`src/rtl/lowampa_beam_scaler.sv`:
```
// -----------------------------------------------------------------------------
// lowampa_beam_scaler
//
// Per-beam trigger rate scaler. This block counts the rising edges of each raw
// trigger bit over a programmable gate period. At the end of each period it
// copies every count into a shadow bank in one step. Software reads the shadow
// bank through a registered address/strobe port.
//
// Build option:
//   SCALER_SATURATE_EN  defined   : counters stop at 2^CNT_BITS-1 until the transfer
//                       undefined : counters wrap modulo 2^CNT_BITS
//
// Ports:
//   clk_i          beamforming clock
//   rst_ni         asynchronous active-low reset
//   trig_i         raw trigger bits, one per beam/threshold
//   enable_i       run enable; when low, the timer, counters, shadow and seq hold
//   period_i       gate period in cycles (values below 2 act as 2); latched at
//                  the first enabled cycle after reset and at every period end
//   rd_i           read strobe
//   rd_addr_i      shadow entry to read (addresses >= NBEAMS read as 0)
//   rd_data_o      shadow count, one cycle after the strobe
//   rd_valid_o     qualifier for rd_data_o
//   period_done_o  one-cycle pulse after each shadow transfer
//   seq_o          period sequence number, wraps 255 -> 0
// -----------------------------------------------------------------------------
module lowampa_beam_scaler #(
  parameter int NBEAMS   = 48,
  parameter int CNT_BITS = 16,
  parameter int ABITS    = $clog2(NBEAMS)
) (
  input  logic                clk_i,
  input  logic                rst_ni,
  input  logic [NBEAMS-1:0]   trig_i,
  input  logic                enable_i,
  input  logic [31:0]         period_i,
  input  logic                rd_i,
  input  logic [ABITS-1:0]    rd_addr_i,
  output logic [CNT_BITS-1:0] rd_data_o,
  output logic                rd_valid_o,
  output logic                period_done_o,
  output logic [7:0]          seq_o
);

  localparam logic [31:0]    PERIOD_MIN = 32'd2;
  localparam logic [ABITS:0] NBEAMS_A   = (ABITS+1)'(NBEAMS);
`ifdef SCALER_SATURATE_EN
  localparam logic [CNT_BITS-1:0] CNT_MAX = '1;
`endif

  logic [NBEAMS-1:0]   r_trig_q;
  logic [CNT_BITS-1:0] r_cnt    [NBEAMS];
  logic [CNT_BITS-1:0] r_shadow [NBEAMS];
  logic [31:0]         r_timer;
  logic [31:0]         r_period;
  logic                r_first;     // no enabled cycle has happened since reset
  logic [7:0]          r_seq;
  logic                r_done;
  logic                r_rd_valid;
  logic [CNT_BITS-1:0] r_rd_data;

  logic [NBEAMS-1:0]   w_edge;
  logic [31:0]         w_period_clamped;
  logic                w_terminal;
  logic                w_addr_ok;
  logic [CNT_BITS-1:0] w_cnt_inc [NBEAMS];

  // r_trig_q is updated even when disabled. So re-enabling never sees a stale
  // low level as a new edge.
  assign w_edge           = trig_i & ~r_trig_q;
  assign w_period_clamped = (period_i < PERIOD_MIN) ? PERIOD_MIN : period_i;
  assign w_terminal       = enable_i && (r_timer == r_period - 32'd1);
  assign w_addr_ok        = {1'b0, rd_addr_i} < NBEAMS_A;

  // Next count for a non-terminal enabled cycle.
  always_comb begin
    for (int b = 0; b < NBEAMS; b++) begin
      // NOTE: each combinational output gets a default before any condition,
      // so that no path leaves it unassigned and no latch is inferred.
      w_cnt_inc[b] = r_cnt[b] + CNT_BITS'(w_edge[b]);
`ifdef SCALER_SATURATE_EN
      if (r_cnt[b] == CNT_MAX) begin
        w_cnt_inc[b] = r_cnt[b];
      end
`endif
    end
  end

  // Timer, counters and shadow bank.
  always_ff @(posedge clk_i or negedge rst_ni) begin
    if (!rst_ni) begin
      r_trig_q <= '0;
      r_timer  <= '0;
      r_period <= PERIOD_MIN;
      r_first  <= 1'b1;
      r_seq    <= '0;
      r_done   <= 1'b0;
      // NOTE: the count and shadow arrays are plain registers, not RAM. They
      // are reset because software must read zeros after a reset.
      for (int b = 0; b < NBEAMS; b++) begin
        r_cnt[b]    <= '0;
        r_shadow[b] <= '0;
      end
    end else begin
      // NOTE: all state is updated with non-blocking assignments, so every
      // right-hand side here sees the value from before this edge. This is
      // what keeps the terminal cycle's own edge out of the shadow.
      r_trig_q <= trig_i;
      r_done   <= w_terminal;
      if (enable_i) begin
        r_first <= 1'b0;
        if (w_terminal) begin
          r_timer  <= '0;
          r_period <= w_period_clamped;
          r_seq    <= r_seq + 8'd1;
          for (int b = 0; b < NBEAMS; b++) begin
            r_shadow[b] <= r_cnt[b];
            r_cnt[b]    <= CNT_BITS'(w_edge[b]);   // terminal edge opens the new period
          end
        end else begin
          r_timer <= r_timer + 32'd1;
          if (r_first) begin
            r_period <= w_period_clamped;
          end
          for (int b = 0; b < NBEAMS; b++) begin
            r_cnt[b] <= w_cnt_inc[b];
          end
        end
      end
    end
  end

  // Registered readout. It samples the shadow from before the edge, so a read
  // on the transfer edge returns the previous period's count.
  always_ff @(posedge clk_i or negedge rst_ni) begin
    if (!rst_ni) begin
      r_rd_valid <= 1'b0;
      r_rd_data  <= '0;
    end else begin
      r_rd_valid <= rd_i;
      if (rd_i) begin
        r_rd_data <= w_addr_ok ? r_shadow[rd_addr_i] : '0;
      end
    end
  end

  assign rd_data_o     = r_rd_data;
  assign rd_valid_o    = r_rd_valid;
  assign period_done_o = r_done;
  assign seq_o         = r_seq;

endmodule
```
`config.mk`:
```
export PLATFORM = sky130hd
export DESIGN_NAME = lowampa_beam_scaler
export DESIGN_NICKNAME = d
export VERILOG_FILES = /design/src/rtl/lowampa_beam_scaler.sv
export SDC_FILE = /design/constraint.sdc
export NUM_CORES = 2
export LEC_CHECK = 0
export CELL_PAD_IN_SITES_DETAIL_PLACEMENT = 0
export CELL_PAD_IN_SITES_GLOBAL_PLACEMENT = 1
export CORE_UTILIZATION = 53
export CTS_CLUSTER_SIZE = 10
export DETAILED_ROUTE_END_ITERATION = 10
export DONT_BUFFER_PORTS = 1
export PLACE_DENSITY_LB_ADDON = 0.05
export SYNTH_ARGS = -nofsm -noshare
export SYNTH_HDL_FRONTEND = slang
export SYNTH_SLANG_ARGS = --single-unit
```
`constraint.sdc`:
```
create_clock -name clk_i -period 3.78 [get_ports clk_i]
set_input_delay 0.189 -clock clk_i [delete_from_list [all_inputs] [get_ports clk_i]]
set_output_delay 0.189 -clock clk_i [all_outputs]
set_load 0.05 [all_outputs]
```
==> impl_metrics.json <==
{
  "status": "complete, but fails checks",
  "violations": "hold timing",
  "grt_pass1_vias": 54000,
  "ir_worst_vdd_uv": 420,
  "post_drt_wl_per_cell_um": 22.9,
  "critical-path-top-delay-family": "simple AND/OR/NAND/NOR gates",
  "place_hpwl_um": 131000,
  "maxSlewViolCount": 0,
  "place_congestion": 0.811,
  "synth_edf_count": 0,
  "grt_overflow": 0,
  "clock_sinks": 1675,
  "drt-pass1-iter-count": 5,
  "clkTransAtPathRegs_ps": 60,
  "routed_wl_um": 207000,
  "yosysWarnings": 0,
  "grt_max_degree": 416,
  "die_h_um": 389,
  "ys_ff_latch": 1675,
  "fin_nets": 7179,
  "vias": 53200,
  "min_period_ps": 3730,
  "clock_path_buffers": 3,
  "worstPathMaxFanout": 28,
  "viasPerCell": 5.88,
  "finalCritPeriodShare_pct": 98.8,
  "first_iter_violations": 3597,
  "cp.required_ps": 4450,
  "yosysMostFrequentCell": "dfrtp_1",
  "crit_chain": "inv_1 -> ha_1 -> nor4b_4 -> buf_4 -> and4_4 -> nand4b_1 -> a31oi_2 -> nor2_1 -> or4_4 -> nor2_4 -> buf_12 -> buf_12 -> buf_12 -> buf_16 -> mux2_2",
  "cts-root-buf": "clkbuf_16",
  "worst_path_most_repeated_cell": "buf_12",
  "syn_area_mm2": 0.0795,
  "critPathMaxStageDelay_ps": 510,
  "cpMaxStageDelayCell": "or4_4",
  "reg2regPathDepth": 15,
  "syn_to_final_growth_pct": 14.0,
  "die_w_um": 389,
  "synth.net_count": 6890,
  "crit_cells": 15,
  "power_density_mw_per_mm2": 443,
  "holdWs_ps": -902,
  "fillers": 11800,
  "drv_cap": 0,
  "final-setup-viol-count": 0,
  "worstHoldPathType": "in2async",
  "grt_pass1_wl_um": 318000,
  "crit_buf_inv": 6,
  "cp.arrival_ps": 4400,
  "post-place-cells": 8547,
  "synth_common_cells": "dfrtp_1, nor2_1, mux2_2",
  "worst_setup_path_start_kind": "register",
  "tightest_slew_ps": 1260,
  "fin_cells": 9052,
  "yosys.area.top_type": "dfrtp_1",
  "yosysUniqueCellTypes": 63,
  "antenna_found_initial": 15,
  "core-area_mm2": 0.148,
  "crit_type": "reg2reg",
  "dieArea_mm2": 0.152,
  "async_flop_share_pct": 100,
  "cts-buffers-inserted": 189,
  "grt_usage_pct": 27.0,
  "worstReg2RegEnd": "r_shadow[305]$_DFFE_PN0P_",
  "setup.worst_path.end_class": "register",
  "multi_input_area_mm2": 0.0354,
  "rsz0062_at_grt": "true",
  "clock_latency_ps": 800,
  "ff_latch_area_mm2": 0.0419,
  "netlist.area_leader.share_pct": 52.7,
  "final_util_pct": 61.1,
  "clock_skew_ps": 22.2,
  "finalHoldViolCount": 218,
  "synth_area_per_cell_um2": 11.9,
  "max_freq_mhz": 268,
  "io-pin-count": 116,
  "cts_tree": "built",
  "yosys-top-cells-area": "dfrtp_1, mux2_2, mux4_2",
  "layout-drive-gt1-share_pct": 20.2,
  "ys.flop_type": "dfrtp_1",
  "syn_inst": 6701,
  "ys_seq_area_share_pct": 52.7,
  "timing.rr.start": "r_period[0]$_DFFE_PN0P_",
  "portBuffers": 0,
  "start_util_pct": 53.6,
  "p_leak_nw": 41.8,
  "placementRows": 141,
  "ant_nets": 0,
  "h-tree-depth": 4,
  "crit_end": "r_shadow[305]$_DFFE_PN0P_",
  "drc": 0,
  "r2r_setup_slack_ps": 50,
  "crit_start": "r_period[0]$_DFFE_PN0P_",
  "relSlewSlack_pct": 15.8
}
-- logic make-up after synthesis --
kind of cell / count (synthesis) / share of synthesized area (%)
multiplexers: 1061 / 18.4
AND/OR/NAND/NOR: 2293 / 13.2
buffers and inverters: 472 / 2.88
AO/OA/AOI/OAI: 499 / 4.58
XOR/XNOR: 602 / 6.63
flip-flops: 1675 / 52.7
adder cells (fa/ha/maj): 99 / 1.56
-- timing repair --
| item | in CTS | in global routing |
|---|---|---|
| endpoints found under the setup margin | 689 | 898 |
| gates resized for setup | 4 | 24 |
| buffers inserted | 0 | 7 |
| hold buffers | 231 | 10 |
| pin swaps | 0 | 3 |
| gates cloned | 0 | 5 |
| hold endpoints to repair | 632 | 301 |
-- state kept, by name (all words and copies together) (netlist names) --
register,count
r_cnt,768
period_done_o,1
r_period,32
r_shadow,768
rd_valid_o,1
r_trig_q,48
seq_o,8
r_timer,32
r_first,1
rd_data_o,16
-- layout make-up --
class / count / area share, %
clock inverter: 12 / 0.0994
antenna: 5 / 0.0138
sequential: 1675 / 46.3
multi-input combinational: 4554 / 39.1
timing repair buffer: 468 / 5.83
inverter: 102 / 0.428
clock buffer: 234 / 5.52
tap: 2002 / 2.77
-- power breakdown --
group	total (mW)	internal, mW	switching (mW)	leakage [nW]
logic	3.61	1.69	1.92	17.1
clock network	16.1	9.12	6.96	2.49
registers	20.4	19.0	1.48	22.2
total	40.1	29.8	10.4	41.8
-- routing by layer --
layer  global-route usage (%)  vias up  part of all wire [%]
met4                     7.50        6                   2.6
li1                         -    24200                     -
met3                     4.05      305                   5.1
met1                     39.4    27600                    46
met5                        0        -                 0.019
met2                     42.0     1064                    46
-- worst min-delay path by stage --
stage                                    endpoint  slack, ps  depth (start not counted)
after floorplan           period_done_o$_DFF_PN0_       -110                          0
after global placement     r_cnt[617]$_DFFE_PN0P_       -110                          0
after detailed placement   r_cnt[618]$_DFFE_PN0P_       -110                          0
after CTS                  r_cnt[618]$_DFFE_PN0P_       -960                          0
after global routing       r_cnt[618]$_DFFE_PN0P_       -940                          0
final                      r_cnt[618]$_DFFE_PN0P_       -900                          0
-- stage by stage --
stage	hold WS [ps]	total power [mW]	area [µm²]	setup WS [ps]	TNS, ps
after detailed placement	-106	23.8	82600	-270	-67950
after global placement	-106	23.7	82600	-235	-57730
after CTS	-963	40.4	90000	6.46	0
after global routing	-945	41.9	90600	-93.6	-15230
final	-902	40.1	90600	45.7	0
after floorplan	-107	22.6	79500	299	0
-- cells in the final DEF (no fill, tap or decap), types with 52 or more instances in the layout --
| cell type | instances |
|---|---|
| a31oi_1 | 52 |
| and3_1 | 127 |
| buf_12 | 55 |
| buf_4 | 154 |
| clkbuf_16 | 198 |
| dfrtp_1 | 1672 |
| dlygate4sd3_1 | 231 |
| ha_1 | 99 |
| inv_1 | 101 |
| mux2_1 | 101 |
| mux2_2 | 699 |
| mux4_2 | 240 |
| nand2_1 | 430 |
| nand2b_1 | 52 |
| nand3_1 | 454 |
| nand4_1 | 113 |
| nor2_1 | 930 |
| nor2b_1 | 55 |
| o211ai_1 | 191 |
| xnor2_1 | 181 |
| xor2_1 | 421 |
No activity file was read; power rests on OpenSTA's default activity.
